<file path="config.mk">
export PLATFORM = sky130hd
export DESIGN_NAME = toggle_reg_bank
export DESIGN_NICKNAME = d
export VERILOG_FILES = /design/src/rtl/toggle_reg_bank.sv
export SDC_FILE = /design/constraint.sdc
export NUM_CORES = 1
export LEC_CHECK = 0
export CAP_MARGIN = 20
export CORE_ASPECT_RATIO = 0.6
export CORE_UTILIZATION = 30
export CTS_CLUSTER_SIZE = 40
export DETAILED_ROUTE_END_ITERATION = 6
export SKIP_CTS_REPAIR_TIMING = 1
export SLEW_MARGIN = 20
export SYNTH_ARGS = -nofsm -noshare
export SYNTH_HDL_FRONTEND = slang
export SYNTH_SLANG_ARGS = --single-unit
</file>
<file path="constraint.sdc">
create_clock -name clk -period 2.2 [get_ports clk]
set_input_delay 0.33 -clock clk [delete_from_list [all_inputs] [get_ports clk]]
set_output_delay 0.33 -clock clk [all_outputs]
set_load 0.03 [all_outputs]
</file>
<file path="src/rtl/toggle_reg_bank.sv">
// toggle_reg_bank: a WIDTH-bit register that can toggle selected bits, count
// up or down (wrapping or saturating at the boundaries) or parallel-load.
// It also produces a one-cycle terminal-count pulse (tc) and a sticky
// boundary flag (ovf). Every output is registered.
module toggle_reg_bank #(
  parameter int              WIDTH     = 8,
  parameter logic [WIDTH-1:0] RESET_VAL = {WIDTH{1'b1}},
  parameter bit              SATURATE  = 1'b0
) (
  input  logic             clk,
  input  logic             rst,
  input  logic             en,
  input  logic             clr,
  input  logic [1:0]       mode,
  input  logic [WIDTH-1:0] t,
  input  logic [WIDTH-1:0] d,
  output logic [WIDTH-1:0] q,
  output logic             tc,
  output logic             ovf
);

  typedef enum logic [1:0] {
    MODE_TOGGLE = 2'b00,
    MODE_UP     = 2'b01,
    MODE_DOWN   = 2'b10,
    MODE_LOAD   = 2'b11
  } mode_e;

  localparam logic [WIDTH-1:0] ALL_ONES = {WIDTH{1'b1}};
  localparam logic [WIDTH-1:0] ONE      = WIDTH'(1);

  logic [WIDTH-1:0] q_next;
  logic             tc_next;
  logic             ovf_next;

  // Next-state decode: clr beats the enable, and the enable beats the mode.
  always_comb begin
    // NOTE: every output of this block gets a default first, so no path
    // leaves a signal unassigned and no latch is inferred.
    q_next   = q;
    tc_next  = 1'b0;
    ovf_next = ovf;
    if (clr) begin
      q_next   = '0;
      ovf_next = 1'b0;
    end else if (en) begin
      unique case (mode_e'(mode))
        MODE_TOGGLE: q_next = q ^ t;
        MODE_UP: begin
          if (q == ALL_ONES) begin
            tc_next  = 1'b1;
            ovf_next = 1'b1;
            if (!SATURATE) q_next = '0;
          end else begin
            q_next = q + ONE;
          end
        end
        MODE_DOWN: begin
          if (q == '0) begin
            tc_next  = 1'b1;
            ovf_next = 1'b1;
            if (!SATURATE) q_next = ALL_ONES;
          end else begin
            q_next = q - ONE;
          end
        end
        MODE_LOAD: begin
          q_next   = d;
          ovf_next = 1'b0;
        end
        default: q_next = q;
      endcase
    end
  end

  // State register. Reset is asynchronous, and it wins over any edge.
  always_ff @(posedge clk or negedge rst) begin
    if (!rst) begin
      q   <= RESET_VAL;
      tc  <= 1'b0;
      ovf <= 1'b0;
    end else begin
      // NOTE: use non-blocking assignments for state so that every register
      // samples the pre-edge values, whatever the statement order.
      q   <= q_next;
      tc  <= tc_next;
      ovf <= ovf_next;
    end
  end

endmodule
</file>
==> results.md, run 1 <==
- Growth of design area from synthesis to finish: 40.1%
- Total number of clock tree sinks: 10
- Via count of the first global-routing pass: 1294
- Critical Path Max Stage Delay: 730 ps
- Part of the total power dissipated in combinational logic: 0.402
- Number of standard-cell rows in the floorplan: 17
- Proportion of power drawn by flip-flops and latches: 0.299
- Critical path data required time: 1870 ps
- Internal power component: 0.531 mW
- Initial Util: 0.316
- Average vias per placed instance: 5.67
- I/O Pins: 32
- Antenna violations before repair: 0
- Crit. End Element: output port
- Critical register-to-register path startpoint: q[0]
- Cell Area, Synth: 1160 sq um
- Status: completed
- Yosys warnings: 0
- Final setup violation count: 0
- TritonCTS clock tree: yes
- Instance count on the critical path: 1
- Worst Path Arrival: 1680 ps
- Worst r2r path cells: 6
- Cell class contributing the biggest share of worst-path delay: buffers and inverters
- Worst flop-to-flop path endpoint: q[2]
- First-pass DRT Iterations: 4
- Top cells by area in the synthesized netlist: dfstp_2 18%, ha_1 7.5%, a21oi_1 6.9%
- Overall fraction of global-route tracks in use: 0.209
- Width of the die: 82.4 um
- Startpoint type of the worst setup path: register
- DRC violation total after the first TritonRoute iteration: 74
- Switching power total: 0.306 mW
- Clock skew: 1.04 ps
- Path type of the worst setup path: register to output port
- Cell-by-cell listing of the critical path: clkdlybuf4s50_1
- Power per unit of standard cell area: 514 nW/um^2
- Antenna fix cells: 0
- Part of the total power dissipated in the clock network: 0.300
- Post-synthesis sequential element count: 10
- Worst Path Buf+Inv: 1
- Routed wire per std cell: 17.2 um
- Post-DRT Antenna Nets: 0
- Global-route congestion overflow total: 0
- Final HPWL DP: 3.02 mm
- Clock Path Buffers: 2
- Portion of synthesized cell area occupied by the leading cell type: 0.181
- Clock slew at reported path FFs: 60 ps
- Pin slew with the least headroom to its limit: 533 ps
- Number of instances in the synthesized netlist: 148
- List of most frequent post-synthesis cells: 16 x a21oi_1, 12 x nand2_1, 11 x inv_1, 9 x clkbuf_1, 8 x dfstp_2
- Number of maximum-capacitance constraint violations: 0
- Leakage power: 0.616 nW
- Worst min-delay path class: input port to async pin
- Number of fillers in the final layout: 376
- Top Layer Used: met4
- Met1 Wirelength: 1.93 mm
- Worst skew pair latency: 250 ps
- Post-synthesis net count: 177
- Count of unique library cells instantiated by Yosys: 46
- Shortest period the worst path allows: 2010 ps
- Net total in the final layout: 213
- Final Max Tran Viols: 0
- Placeable core region: 3680 sq um
- Sequential share of the synthesized area: 0.224
- CP Capture Point: q[2]
- Cell with the most instances after synthesis: a21oi_1
- Cell taking the most area after synthesis: dfstp_2
- Amount of wire on met2 after detailed routing: 1.67 mm
- Number of synthesized flops with an enable pin: 0
- Die area: 4140 sq um
- Max VDD drop: 206 uV
- Largest net degree at the start of global routing: 13
- Via count: 1304
- H-tree levels: 1
- Hold violation total from the final report: 0
- Total CTS buffers: 3
- Internal reg-to-reg setup slack: 190 ps
- Vertical die dimension: 50.2 um
- Finished Layout Cells: 230
- Maximum net fanout on the critical path: 12
- Met3 wirelength from detailed routing: 315 um
- First-pass GRT wire length: 6.51 mm
- Average footprint of a synthesized cell: 7.86 sq um
- Critical path launch point: q[2]
- Clock root buffer master: clkbuf_8
- Fraction of synthesis flops using an asynchronous set or reset pin: 1.00
- Main flop type after synthesis: dfstp_2
- Final estimated routing congestion in global placement: 0.945
- Number of input and output port buffers inserted: 31
- Worst-case headroom to the max-slew limit: 0.643
- Routed wire length: 3.95 mm
- Cell with the largest stage delay on the worst path: clkdlybuf4s50_1
- Switching power as a share of total power: 0.366
- Cell total after placement: 226
- Post-route setup TNS: 0 ps
- Highest clock rate: 0.497 GHz
- Unrepaired setup endpoints after global routing: no
- Period utilization: 0.915
- DRC viols: 0
- Share of cells above drive strength 1: 0.186
## flip-flops by register name, summed over array words and instances, names as in the netlist
signal	cells
ovf	1
q	8
tc	1
## through the flow
stage / total power, mW / area [sq um] / hold slack (ps) / util / setup slack (ps)
2_1_floorplan: 0.443 / 1160 / 34.4 / - / 42.2
3_3_place_gp: 0.576 / 1570 / 593 / 0.427 / 70.9
3_5_place_dp: 0.580 / 1570 / 592 / 0.427 / 34.1
4_1_cts: 0.834 / 1630 / 444 / 0.442 / 80.0
5_1_grt: 0.877 / 1630 / 474 / 0.443 / 51.3
6_report: 0.837 / 1630 / 430 / 0.443 / 187
## worst min path at each step
stage / start / to / slack, ps / cells past startpoint
after floorplan: rst / ovf / 30 / 0
final: rst / tc / 430 / 1
after global placement: q[5] / q[5] / 590 / 2
after detailed placement: q[5] / q[5] / 590 / 2
after global routing: rst / ovf / 470 / 1
after CTS: rst / tc / 440 / 1
## final cells by class
class	count	area, sq um	share of cell area
Inverter	11	41.3	0.0253
Multi-Input combinational cell	112	792	0.486
Tap cell	47	58.8	0.0361
Clock buffer	4	55.1	0.0338
Sequential cell	10	260	0.160
Timing Repair Buffer	46	423	0.259
## power groups by stage
stage	clock (mW)	combinational (mW)	sequential (mW)
after floorplan	0	0.191	0.251
after global placement	0	0.325	0.251
after detailed placement	0	0.329	0.251
after CTS	0.253	0.332	0.249
after global routing	0.261	0.362	0.255
final	0.251	0.336	0.250
## per-layer routing
metal / GRT usage / vias up
met5: 0 / -
met4: 0.0351 / 0
met3: 0.0618 / 8
met2: 0.303 / 56
met1: 0.304 / 618
li1: - / 622
## cell families (layout without fill, tap and decap cells)
logic type / Yosys count / after routing / synth area share
flip-flops: 10 / 10 / 0.224
adder cells (fa/ha/maj): 7 / 7 / 0.0753
AO/OA/AOI/OAI: 58 / 58 / 0.346
XOR/XNOR: 6 / 6 / 0.0452
buffers and inverters: 26 / 61 / 0.100
multiplexers: 1 / 1 / 0.00860
AND/OR/NAND/NOR: 40 / 40 / 0.201
## cells in the final DEF, fill, tap and decap left out, types with 5 or more instances in the layout
cell type / synthesis / final
a21oi_1: 16 / 16
xnor2_1: 5 / 5
clkdlybuf4s50_1: 0 / 31
o21ai_0: 6 / 6
dfstp_2: 8 / 8
ha_1: 7 / 7
inv_1: 11 / 11
buf_4: 2 / 15
nand2_1: 12 / 12
a31oi_1: 5 / 5
Power figures use the tool's default switching activity.
==> run 2, diff against run 1 <==
DONT_BUFFER_PORTS = 1   (was default)
SLEW_MARGIN = 0   (was 20)
clock period = 1.86 ns   (was 2.2 ns; I/O delays follow)
==> results.md, run 2 (synthesized netlist as in run 1, its figures left out) <==
- Status: finished with violations
- Violations in the final reports: negative setup slack
- Overall fraction of global-route tracks in use: 0.206 (-0.00285)
- Leakage power: 0.555 nW (-9.8%)
- DRC violation total after the first TritonRoute iteration: 64 (-14%)
- Growth of design area from synthesis to finish: 23.9%
- Antenna fix cells: 0 (unchanged)
- Width of the die: 82.4 um (unchanged)
- Final estimated routing congestion in global placement: 0.967 (+2.3%)
- Leading cell types in the layout, fill and taps excluded: 24 x buf_4, 16 x a21oi_1, 12 x nand2_1
- Number of input and output port buffers inserted: 0 (-100%)
- Post-route setup TNS: -124 ps (-124 ps)
- Clock root buffer master: clkbuf_8
- Routed wire length: 4.14 mm (+4.8%)
- TritonCTS clock tree: yes
- Power per unit of standard cell area: 639 nW/um^2 (+24%)
- Worst skew pair latency: 240 ps (about the same)
- Register bank with the most flops: q
- Highest clock rate: 0.518 GHz
- Period utilization: 1.04
- Antenna violations before repair: 0 (unchanged)
- Final Max Tran Viols: 0 (unchanged)
- Number of flip-flops under the largest register name: 8 (unchanged)
- Most common cell after layout, fill and taps aside: buf_4
- Post-Place Worst Slack: -6.32 ps (-40.4 ps)
- Via count: 1227 (-5.9%)
- Internal reg-to-reg setup slack: -70 ps (-260 ps)
- Critical path data required time: 2010 ps (+140 ps)
- Clock Path Buffers: 2 (unchanged)
- Placeable core region: 3680 sq um (unchanged)
- Clock skew: 2.25 ps (+1.21 ps)
- Largest registers in the final layout: q: 8 flops, ovf: 1 flops, tc: 1 flops
- Routed wire per std cell: 19.7 um (+15%)
- Total CTS buffers: 3 (unchanged)
- Number of maximum-capacitance constraint violations: 0 (unchanged)
- First-pass GRT wire length: 6.10 mm (-6.3%)
- Number of fillers in the final layout: 379 (+0.80%)
- Die area: 4140 sq um (unchanged)
- Net total in the final layout: 193 (-9.4%)
- Vertical die dimension: 50.2 um (unchanged)
- Worst setup slack after layout: -71.7 ps (-258 ps)
- Path type of the worst setup path: register to register
- Pin slew with the least headroom to its limit: 567 ps (+34.4 ps)
- Number of standard-cell rows in the floorplan: 17 (unchanged)
- Post-DRT Antenna Nets: 0 (unchanged)
- Total number of clock tree sinks: 10 (unchanged)
- Worst-case headroom to the max-slew limit: 0.620 (-0.0229)
- Share of cells above drive strength 1: 0.301 (+0.115)
- First-pass DRT Iterations: 4 (unchanged)
- H-tree levels: 1 (unchanged)
- DRC viols: 0 (unchanged)
- Final HPWL DP: 3.07 mm (+1.8%)
- Largest net degree at the start of global routing: 13 (unchanged)
- I/O Pins: 32 (unchanged)
- Final setup violation count: 4 (+4)
- Startpoint type of the worst setup path: register
- Via count of the first global-routing pass: 1169 (-9.7%)
- Initial Util: 0.316 (unchanged)
- Average vias per placed instance: 5.84 (+3.1%)
- Global-route congestion overflow total: 0 (unchanged)
- Max VDD drop: 322 uV (+56%)
- Maximum net fanout on the critical path: 5 (-7)
- Shortest period the worst path allows: 1930 ps
- Unrepaired setup endpoints after global routing: yes
- Worst min-delay path class: input port to register
- Crit. End Element: register
- Worst Path Arrival: 2080 ps (+400 ps)
- Hold violation total from the final report: 0 (unchanged)
- Clock slew at reported path FFs: 50 ps (about the same)
==> run 2: changes by cell type in the layout (fill, tap and decap cells not counted), sizes merged <==
cell,delta
clkdlybuf4s50,-31
buf,+10
dlygate4sd3,+1
==> run 2: report_power, final <==
| part | switching (mW) | leakage (nW) | total [mW] | internal (mW) |
|---|---|---|---|---|
| sequential | 0.0314 | 0.111 | 0.279 | 0.247 |
| clock | 0.100 | 0.0228 | 0.252 | 0.151 |
| combinational | 0.220 | 0.422 | 0.391 | 0.170 |
==> run 2: critical path: stages, from the launching register on <==
cell,delay [ps]
dfstp_2,590
ha_1,200
nand2_1,70
o31a_1,370
o31a_1,330
a311oi_2,260
==> run 2: final timing paths <==
check	from	to	cells past startpoint
setup / recovery	q[0]	ovf	5
hold / removal	clr	q[1]	1
setup reg to reg	q[0]	ovf	5
hold reg to reg	q[7]	q[7]	2
max in group asynchronous	rst	q[4]	1
min in group asynchronous	rst	tc	1
==> run 2: cell type report <==
| type | instances | area (sq um) | share of cell area |
|---|---|---|---|
| multi-input cells | 112 | 826 | 0.573 |
| clock buffers | 4 | 45.0 | 0.0313 |
| well taps | 47 | 58.8 | 0.0408 |
| repair buffers | 26 | 210 | 0.146 |
| flip-flops and latches | 10 | 260 | 0.181 |
| inverters | 11 | 41.3 | 0.0286 |
==> run 2: per-stage QoR <==
step	hold WS, ps	area [sq um]	total power, mW	utilization	cells
finish	64.5	1440	0.921	0.392	210
global route	57.0	1440	0.972	0.392	210
CTS	-278	1360	0.889	0.369	203
detailed placement	-16.1	1310	0.630	0.357	199
global placement	-16.3	1310	0.620	0.357	199
floorplan	-16.6	1220	0.550	-	148
==> run 2: routing by layer <==
metal  share of wire  vias up  routed length (um)  GRT usage
met5               0        -                   0          0
met1            0.48      581                1980      0.308
met2            0.41       60                1710      0.282
li1                -      582                   -          -
met3            0.10        4                 423     0.0582
met4          0.0068        0                  28     0.0497
